===== src/rtl/pending_req_encoder_pkg.sv =====
// Shared definitions for the pending request encoder.
//   REQ_W       : number of request lines
//   CODE_W      : width of the binary request index
//   enc_state_e : presenter state (IDLE = nothing offered, PRESENT = code offered)
//   onehot()    : expands a request index into a REQ_W-bit one-hot mask
package pending_req_encoder_pkg;

   localparam int REQ_W  = 8;
   localparam int CODE_W = 3;

   typedef enum logic [0:0] {
      IDLE    = 1'b0,
      PRESENT = 1'b1
   } enc_state_e;

   function automatic logic [REQ_W-1:0] onehot(input logic [CODE_W-1:0] idx);
      return {{(REQ_W-1){1'b0}}, 1'b1} << idx;
   endfunction

endpackage


===== src/rtl/pending_req_encoder_prio_select8.sv =====
// Combinational selector over an 8-bit request vector.
//   vec   : candidate request bits
//   start : first index examined in round-robin mode (ignored in fixed mode)
//   sel   : chosen index (3'd0 when nothing is set)
//   any   : at least one bit of vec is set
// Fixed mode picks the highest set index. Round-robin mode walks upward from
// start with wrap 7->0 and picks the first set bit it meets.
module prio_select8
   import pending_req_encoder_pkg::*;
#(
   parameter bit ROUND_ROBIN = 1'b0
) (
   input  logic [REQ_W-1:0]  vec,
   input  logic [CODE_W-1:0] start,
   output logic [CODE_W-1:0] sel,
   output logic              any
);

   // Index search; later loop iterations override earlier ones, so the loop
   // order decides which set bit wins.
   always_comb begin
      sel = {CODE_W{1'b0}};
      any = |vec;
      if (ROUND_ROBIN) begin
         // Largest offset first, so the smallest offset from start wins.
         for (int i = REQ_W - 1; i >= 0; i--) begin
            sel = vec[start + CODE_W'(i)] ? (start + CODE_W'(i)) : sel;
         end
      end else begin
         // Lowest index first, so the highest set index wins.
         for (int i = 0; i < REQ_W; i++) begin
            sel = vec[i] ? CODE_W'(i) : sel;
         end
      end
   end

endmodule


===== src/rtl/pending_req_encoder.sv =====
// Pending request encoder: collects request pulses into a sticky pending
// vector and offers one pending index at a time through a valid/ready handshake.
//   clk     : single clock, rising edge
//   rst     : synchronous active-high reset
//   req     : request lines, OR-ed into pending on every edge
//   code    : binary index of the offered request (3'd0 while valid=0)
//   valid   : code is offered and held stable until accepted
//   ready   : consumer takes code on an edge where valid & ready
//   pending : registered pending-request vector
//   drop    : one-cycle pulse when a request hit a bit that was already pending
module pending_req_encoder
   import pending_req_encoder_pkg::*;
#(
   parameter bit ROUND_ROBIN = 1'b0
) (
   input  logic              clk,
   input  logic              rst,
   input  logic [REQ_W-1:0]  req,
   input  logic              ready,
   output logic [CODE_W-1:0] code,
   output logic              valid,
   output logic [REQ_W-1:0]  pending,
   output logic              drop
);

   enc_state_e        state_r, state_nxt_s;
   logic [CODE_W-1:0] code_r, code_nxt_s;
   logic              valid_r, valid_nxt_s;
   logic [CODE_W-1:0] last_served_r, last_served_nxt_s;
   logic [REQ_W-1:0]  pending_r, pending_nxt_s;
   logic [REQ_W-1:0]  clr_mask_s;
   logic              drop_r, drop_nxt_s;
   logic              accept_s;
   logic [REQ_W-1:0]  sel_vec_s;
   logic [CODE_W-1:0] sel_start_s;
   logic [CODE_W-1:0] sel_code_s;
   logic              sel_any_s;

   // Pending-vector update: clear the accepted bit, then OR in new requests so a
   // fresh request on the bit being served survives.
   always_comb begin
      accept_s      = valid_r & ready;
      clr_mask_s    = accept_s ? onehot(code_r) : {REQ_W{1'b0}};
      pending_nxt_s = (pending_r & ~clr_mask_s) | req;
      drop_nxt_s    = |(req & pending_r & ~clr_mask_s);
   end

   // Selector operands. From IDLE the choice is made over the pending vector as
   // it stands; after an accept it is made over the updated vector, with the
   // round-robin search starting just above the code being accepted.
   always_comb begin
      sel_vec_s   = pending_r;
      sel_start_s = last_served_r + 3'd1;
      case (state_r)
         IDLE: begin
            sel_vec_s   = pending_r;
            sel_start_s = last_served_r + 3'd1;
         end
         PRESENT: begin
            sel_vec_s   = pending_nxt_s;
            sel_start_s = code_r + 3'd1;
         end
         default: begin
            sel_vec_s   = pending_r;
            sel_start_s = last_served_r + 3'd1;
         end
      endcase
   end

   prio_select8 #(
      .ROUND_ROBIN (ROUND_ROBIN)
   ) u_prio_select8 (
      .vec   (sel_vec_s),
      .start (sel_start_s),
      .sel   (sel_code_s),
      .any   (sel_any_s)
   );

   // Next-state and presented-code logic.
   always_comb begin
      state_nxt_s       = state_r;
      code_nxt_s        = code_r;
      valid_nxt_s       = valid_r;
      last_served_nxt_s = last_served_r;
      case (state_r)
         IDLE: begin
            if (sel_any_s) begin
               state_nxt_s = PRESENT;
               code_nxt_s  = sel_code_s;
               valid_nxt_s = 1'b1;
            end else begin
               state_nxt_s = IDLE;
               code_nxt_s  = {CODE_W{1'b0}};
               valid_nxt_s = 1'b0;
            end
         end
         PRESENT: begin
            if (accept_s) begin
               last_served_nxt_s = code_r;
               if (sel_any_s) begin
                  state_nxt_s = PRESENT;
                  code_nxt_s  = sel_code_s;
                  valid_nxt_s = 1'b1;
               end else begin
                  state_nxt_s = IDLE;
                  code_nxt_s  = {CODE_W{1'b0}};
                  valid_nxt_s = 1'b0;
               end
            end else begin
               // Offer is held untouched until the consumer takes it.
               state_nxt_s = PRESENT;
               code_nxt_s  = code_r;
               valid_nxt_s = 1'b1;
            end
         end
         default: begin
            state_nxt_s = IDLE;
            code_nxt_s  = {CODE_W{1'b0}};
            valid_nxt_s = 1'b0;
         end
      endcase
   end

   // State register.
   always_ff @(posedge clk) begin
      if (rst) begin
         state_r <= IDLE;
      end else begin
         state_r <= state_nxt_s;
      end
   end

   // Datapath registers; reset discards anything requested or offered.
   always_ff @(posedge clk) begin
      if (rst) begin
         code_r        <= {CODE_W{1'b0}};
         valid_r       <= 1'b0;
         last_served_r <= 3'd7;
         pending_r     <= {REQ_W{1'b0}};
         drop_r        <= 1'b0;
      end else begin
         code_r        <= code_nxt_s;
         valid_r       <= valid_nxt_s;
         last_served_r <= last_served_nxt_s;
         pending_r     <= pending_nxt_s;
         drop_r        <= drop_nxt_s;
      end
   end

   assign code    = code_r;
   assign valid   = valid_r;
   assign pending = pending_r;
   assign drop    = drop_r;

endmodule

===== config.mk =====
export PLATFORM = sky130hd
export DESIGN_NAME = pending_req_encoder
export DESIGN_NICKNAME = d
export VERILOG_FILES = /design/src/rtl/pending_req_encoder_pkg.sv /design/src/rtl/pending_req_encoder_prio_select8.sv /design/src/rtl/pending_req_encoder.sv
export SDC_FILE = /design/constraint.sdc
export NUM_CORES = 1
export LEC_CHECK = 0
export ABC_CLOCK_PERIOD_IN_PS = 1600
export CAP_MARGIN = 30
export CORE_UTILIZATION = 53
export CTS_BUF_LIST = sky130_fd_sc_hd__clkbuf_8
export DETAILED_ROUTE_END_ITERATION = 6
export DONT_BUFFER_PORTS = 1
export PLACE_DENSITY = 0.7
export SLEW_MARGIN = 20
export SYNTH_ARGS = -nofsm -noshare
export SYNTH_HDL_FRONTEND = slang
export SYNTH_SLANG_ARGS = --single-unit

===== constraint.sdc =====
create_clock -name clk -period 1.6 [get_ports clk]
set_clock_uncertainty 0.15 [all_clocks]
set_input_delay 0.24 -clock clk [delete_from_list [all_inputs] [get_ports clk]]
set_output_delay 0.24 -clock clk [all_outputs]
set_load 0.03 [all_outputs]

==> metrics, run 1 <==
pre-CTS setup slack -134 ps; clk slew on worst S/H paths 60 ps; Final period util 112%; FF+latch count, synth 13; row count 13; Fin Hold WS -0.757 ps; top cells by area, synth dfxtp_1, a21oi_1, o21ai_0; ys flop type dfxtp_1; first-iteration detailed-routing DRC count 62; endpoints failing setup 5; P_leak 0.490 nW; initial antenna violation count 0; Post-Syn Nets 103; GP Congestion 0.804; DP Cell Count 123; Initial Utilization 58.0%; max cap viols 0; worst skew pair latency 250 ps; routed vias 943; ANT nets after route 0; die area 1620 um2; Period minus WS final 1790 ps; # port buffers 0; Highest Clock Rate 0.558 GHz; Critical Path RT 1570 ps; total CTS buffers 3; Critical Path Start Type register; Synth Instances 92; Post-synth EDFFs 0; area leader, netlist dfxtp_1; worst hold path type input pin to register; post-detail-place hpwl 1560 um; Least-Margin Pin Slew 543 ps; Power Dens Cells 866 nW/um2; count leader, synth dfxtp_1; P_int 0.663 mW; sequential share of the synthesized area 33.7%; WP data arrival 1760 ps; post-synth cell types 37; Syn Area/Cell 8.40 um2; antenna diode count 0; I/O pin count 24; vias per cell 6.74; pin count of the biggest net entering global routing 13; Sequential Power Share 38.8%; global-route wire length before repair 3640 um; CP Capture Type register; Yosys Warn Count 0; CTS max path bufs 2; vias in the first global route 793; setup ws final -191 ps; sw frac 34.1%; layout cells sized above 1 42.4%; fin util 87.1%; drc violations 0; outcome complete, but fails checks; fin area 1160 um2; peak supply drop 0.000633 V; Overflow after GRT 0; P_sw 0.343 mW; Area after DPL 957 um2; violated checks hold timing, setup timing; Root Buffer clkbuf_8; final count of hold timing violations 1; WL/cell 20.8 um; Clk network pwr share 29.6%; Die Wd 40.2 um; First-pass DRT Iterations 4; Core Region 1330 um2; combinational power share 31.6%; Non-Filler Instances 140; wire length after detailed routing 2910 um; CTS tree done; worst relative slew slack 63.7%; critical path type register to register; Cell Area, Synth 773 um2; Overall Power 1.01 mW; Die H 40.2 um; total track usage 34.7%; Synth top area share 33.7%; Max Transition Viols Final 0; setup TNS -618 ps; area grow syn2layout 50.3%; commonest cells in the netlist dfxtp_1, a21oi_1, nor2_1; final net count 137; Clock Sinks 13; asr flop ratio synth 0%; Critical Path Fanout Max 7; unrepaired setup endpoints after global routing true; H-tree depth 1
path summary, 6_finish.rpt:
path	startpoint	end	slack (ps)	cells after the start
hold / removal	req[4]	pending[4]	-0.8	2
setup reg to reg	code[1]	code[0]	-190	5
hold reg to reg	pending[5]	pending[5]	400	2
setup / recovery	code[1]	code[0]	-190	5
logic make-up after synthesis:
group / Yosys count / synth area share [%]
mux: 1 / 1.29
buf+inv: 8 / 4.53
simple gates: 30 / 22.3
compound gates: 40 / 38.2
flops: 13 / 33.7
final cells by class:
class	count	area, um2
Multi-Input combinational cell	71	546
Clock inverter	1	3.75
Tap cell	15	18.8
Inverter	5	18.8
Fill cell	78	171
Sequential cell	13	275
Timing Repair Buffer	32	259
Clock buffer	3	41.3
placed cells by master, fill, tap and decap left out, types with 2 or more instances in the layout:
cell | Yosys | layout
buf_4 | 1 | 25
a21oi_1 | 9 | 9
dfxtp_1 | 13 | 9
nor2_1 | 8 | 8
o21ai_0 | 7 | 6
inv_1 | 5 | 6
dlygate4sd3_1 | 0 | 6
a21o_1 | 4 | 4
nand2_1 | 4 | 4
dfxtp_4 | 0 | 4
o21a_1 | 3 | 3
or2_2 | 3 | 3
clkbuf_8 | 0 | 3
or3_4 | 0 | 2
nand2b_1 | 3 | 2
nand3_2 | 0 | 2
o21ai_1 | 1 | 2
o31ai_2 | 0 | 2
a211oi_2 | 0 | 2
a221oi_2 | 1 | 2
critical path: stages, from the launching register on:
cell and delay (ps):
dfxtp_4 350, nand3b_4 220, o31ai_2 380, o21ai_0 190, nor3_2 260, o32ai_2 120
registers in the layout, summed over array words and instances, names as in the netlist:
signal / count
pending: 8
code: 3
drop: 1
valid: 1
what timing repair did:
action | in CTS | in global routing
hold buffers | 6 | 0
pin swaps | 4 | 9
endpoints found under the hold margin | 12 | 0
setup buffers | 5 | 2
endpoints found under the setup margin | 4 | 5
gates resized for setup | 2 | 8
power by group through the flow:
stage	clock network [mW]	logic (mW)	registers, mW
5_1_grt	0.304	0.332	0.393
3_5_place_dp	0	0.246	0.394
6_report	0.297	0.318	0.390
4_1_cts	0.292	0.283	0.386
2_1_floorplan	0	0.134	0.434
3_3_place_gp	0	0.243	0.394
layer usage:
metal	wire length (um)	up-vias	global-route usage, %
li1	-	417	-
met1	1200	447	46.0
met2	1380	65	57.7
met5	0	-	0
met4	92	0	12.5
met3	242	14	3.89
No activity file was read; power rests on OpenSTA's default activity.
==> inputs of run 2 (changes only) <==
- CORE_ASPECT_RATIO: default -> 1.5
- CORE_UTILIZATION: 53 -> 26
- PLACE_DENSITY: 0.7 -> 0.4
==> metrics, run 2 (synthesis gave the netlist of run 1 again) <==
outcome complete, but fails checks; violated checks setup timing; crit path to code[0]; R2R setup slack -100 ps; worst setup path startpoint code[1]; Highest Clock Rate 0.589 GHz; post-detail-place hpwl 1790 um; ANT nets after route 0; Critical Path Fanout Max 5; P_sw 0.330 mW; GP Congestion 0.761; Initial Utilization 28.3%; Non-Filler Instances 165; Overall Power 0.999 mW; Clock Sinks 13; worst hold path type input pin to register; routed vias 860; first-iteration detailed-routing DRC count 11; final count of hold timing violations 0; Max Transition Viols Final 0; max cap viols 0; layout cells sized above 1 41.4%; peak supply drop 0.000420 V; reg2reg end code[0]; vias in the first global route 874; max reg flops 8; pre-CTS setup slack -161 ps; # port buffers 0; worst relative slew slack 63.3%; Worst Reg2Reg Path Length in Cells 6; Die H 68.8 um; R2R Path Start code[1]; Critical Path Start Type register; critical path type register to register; area grow syn2layout 60.5%; endpoints failing setup 3; P_leak 0.506 nW; CTS tree done; Power Dens Cells 805 nW/um2; Overflow after GRT 0; WP data arrival 1670 ps; Final period util 106%; First-pass DRT Iterations 6; fill count 290; wire length after detailed routing 2620 um; total track usage 18.9%; setup ws final -99.2 ps; final net count 140; I/O pin count 24; Least-Margin Pin Slew 548 ps; hold path cells 3; initial antenna violation count 0; commonest non-fill, non-tap cell in the layout buf_4; antenna diode count 0; setup TNS -199 ps; Critical Path RT 1570 ps; pin count of the biggest net entering global routing 13; CTS max path bufs 2; die area 3200 um2; Core Region 2730 um2; sw frac 33.0%; H-tree depth 1; clk slew on worst S/H paths 60 ps; global-route wire length before repair 4180 um; vias per cell 5.21; drc violations 0; combinational power share 31.7%; CP Capture Type register; fin area 1240 um2; total CTS buffers 3; Area after DPL 985 um2; Clk network pwr share 29.4%; commonest cells after routing, fill and taps aside buf_4, dfxtp_1, dlygate4sd3_1; unrepaired setup endpoints after global routing true; Sequential Power Share 38.9%; Root Buffer clkbuf_8; worst skew pair latency 250 ps; P_int 0.670 mW; row count 23; Period minus WS final 1700 ps; DP Cell Count 145; WL/cell 15.9 um; Die Wd 46.5 um
==> run 2: cell types whose count changed in the layout (fill, tap and decap cells not counted) <==
cell / change
nand3b_2: +1
dlygate4sd3_1: +3
nand3_4: +1
a31oi_2: -1
nand3_2: -1
buf_4: -2
a31oi_1: +1
o21ai_1: +2
a21oi_1: -1
o31ai_4: +1
buf_6: +1
o21ai_0: -2
a21oi_2: +1
o31ai_2: -1
==> run 2: per-stage QoR <==
stage          utilization [%]  hold slack, ps
6_report                  45.4            64.8
3_5_place_dp              36.0             154
4_1_cts                   44.8            61.3
2_1_floorplan                -             153
3_3_place_gp              36.0             154
5_1_grt                   45.4            70.9
==> run 2: power groups by stage <==
stage / Sequential, mW / Combinational, mW / Clock [mW]
6_report: 0.388 / 0.317 / 0.294
3_3_place_gp: 0.394 / 0.254 / 0
4_1_cts: 0.388 / 0.309 / 0.304
2_1_floorplan: 0.434 / 0.134 / 0
3_5_place_dp: 0.394 / 0.254 / 0
5_1_grt: 0.394 / 0.341 / 0.320
==> run 2: worst min-delay path by stage <==
stage,from,endpoint,slack [ps]
2_1_floorplan,rst,code[1],150
3_3_place_gp,rst,valid,150
3_5_place_dp,rst,valid,150
4_1_cts,rst,code[0],60
5_1_grt,rst,code[0],70
6_report,rst,code[0],60
==> run 2: layout make-up <==
class | count | area, um2 | area share, %
clock buffer | 3 | 41.3 | 3.33
clock inverter | 1 | 3.75 | 0.302
inverter | 5 | 18.8 | 1.51
multi-input combinational | 72 | 571 | 46.0
sequential | 13 | 275 | 22.2
tap | 37 | 46.3 | 3.73
timing repair buffer | 34 | 285 | 23.0
==> run 2: what timing repair did <==
action	in CTS	in global routing
gates cloned	1	0
endpoints found under the setup margin	4	5
buffers inserted	6	0
hold endpoints to repair	12	0
pin swaps	7	2
resized for setup	11	4
hold buffers	9	0
==> run 2: critical path, cell delays in order (launching register included) <==
cell and delay, ps:
dfxtp_4 340, nand3b_4 210, o31ai_4 290, buf_6 140, a221oi_2 60, a221oi_2 270, o32ai_2 110
==> run 2: metal layers <==
layer  up-vias  share of wire [%]  global-route usage (%)
met5         -                  0                       0
met4         0                3.1                    9.93
met3         9                4.4                    3.91
met2        27                 50                    30.9
met1       404                 42                    22.4
li1        420                  -                       -
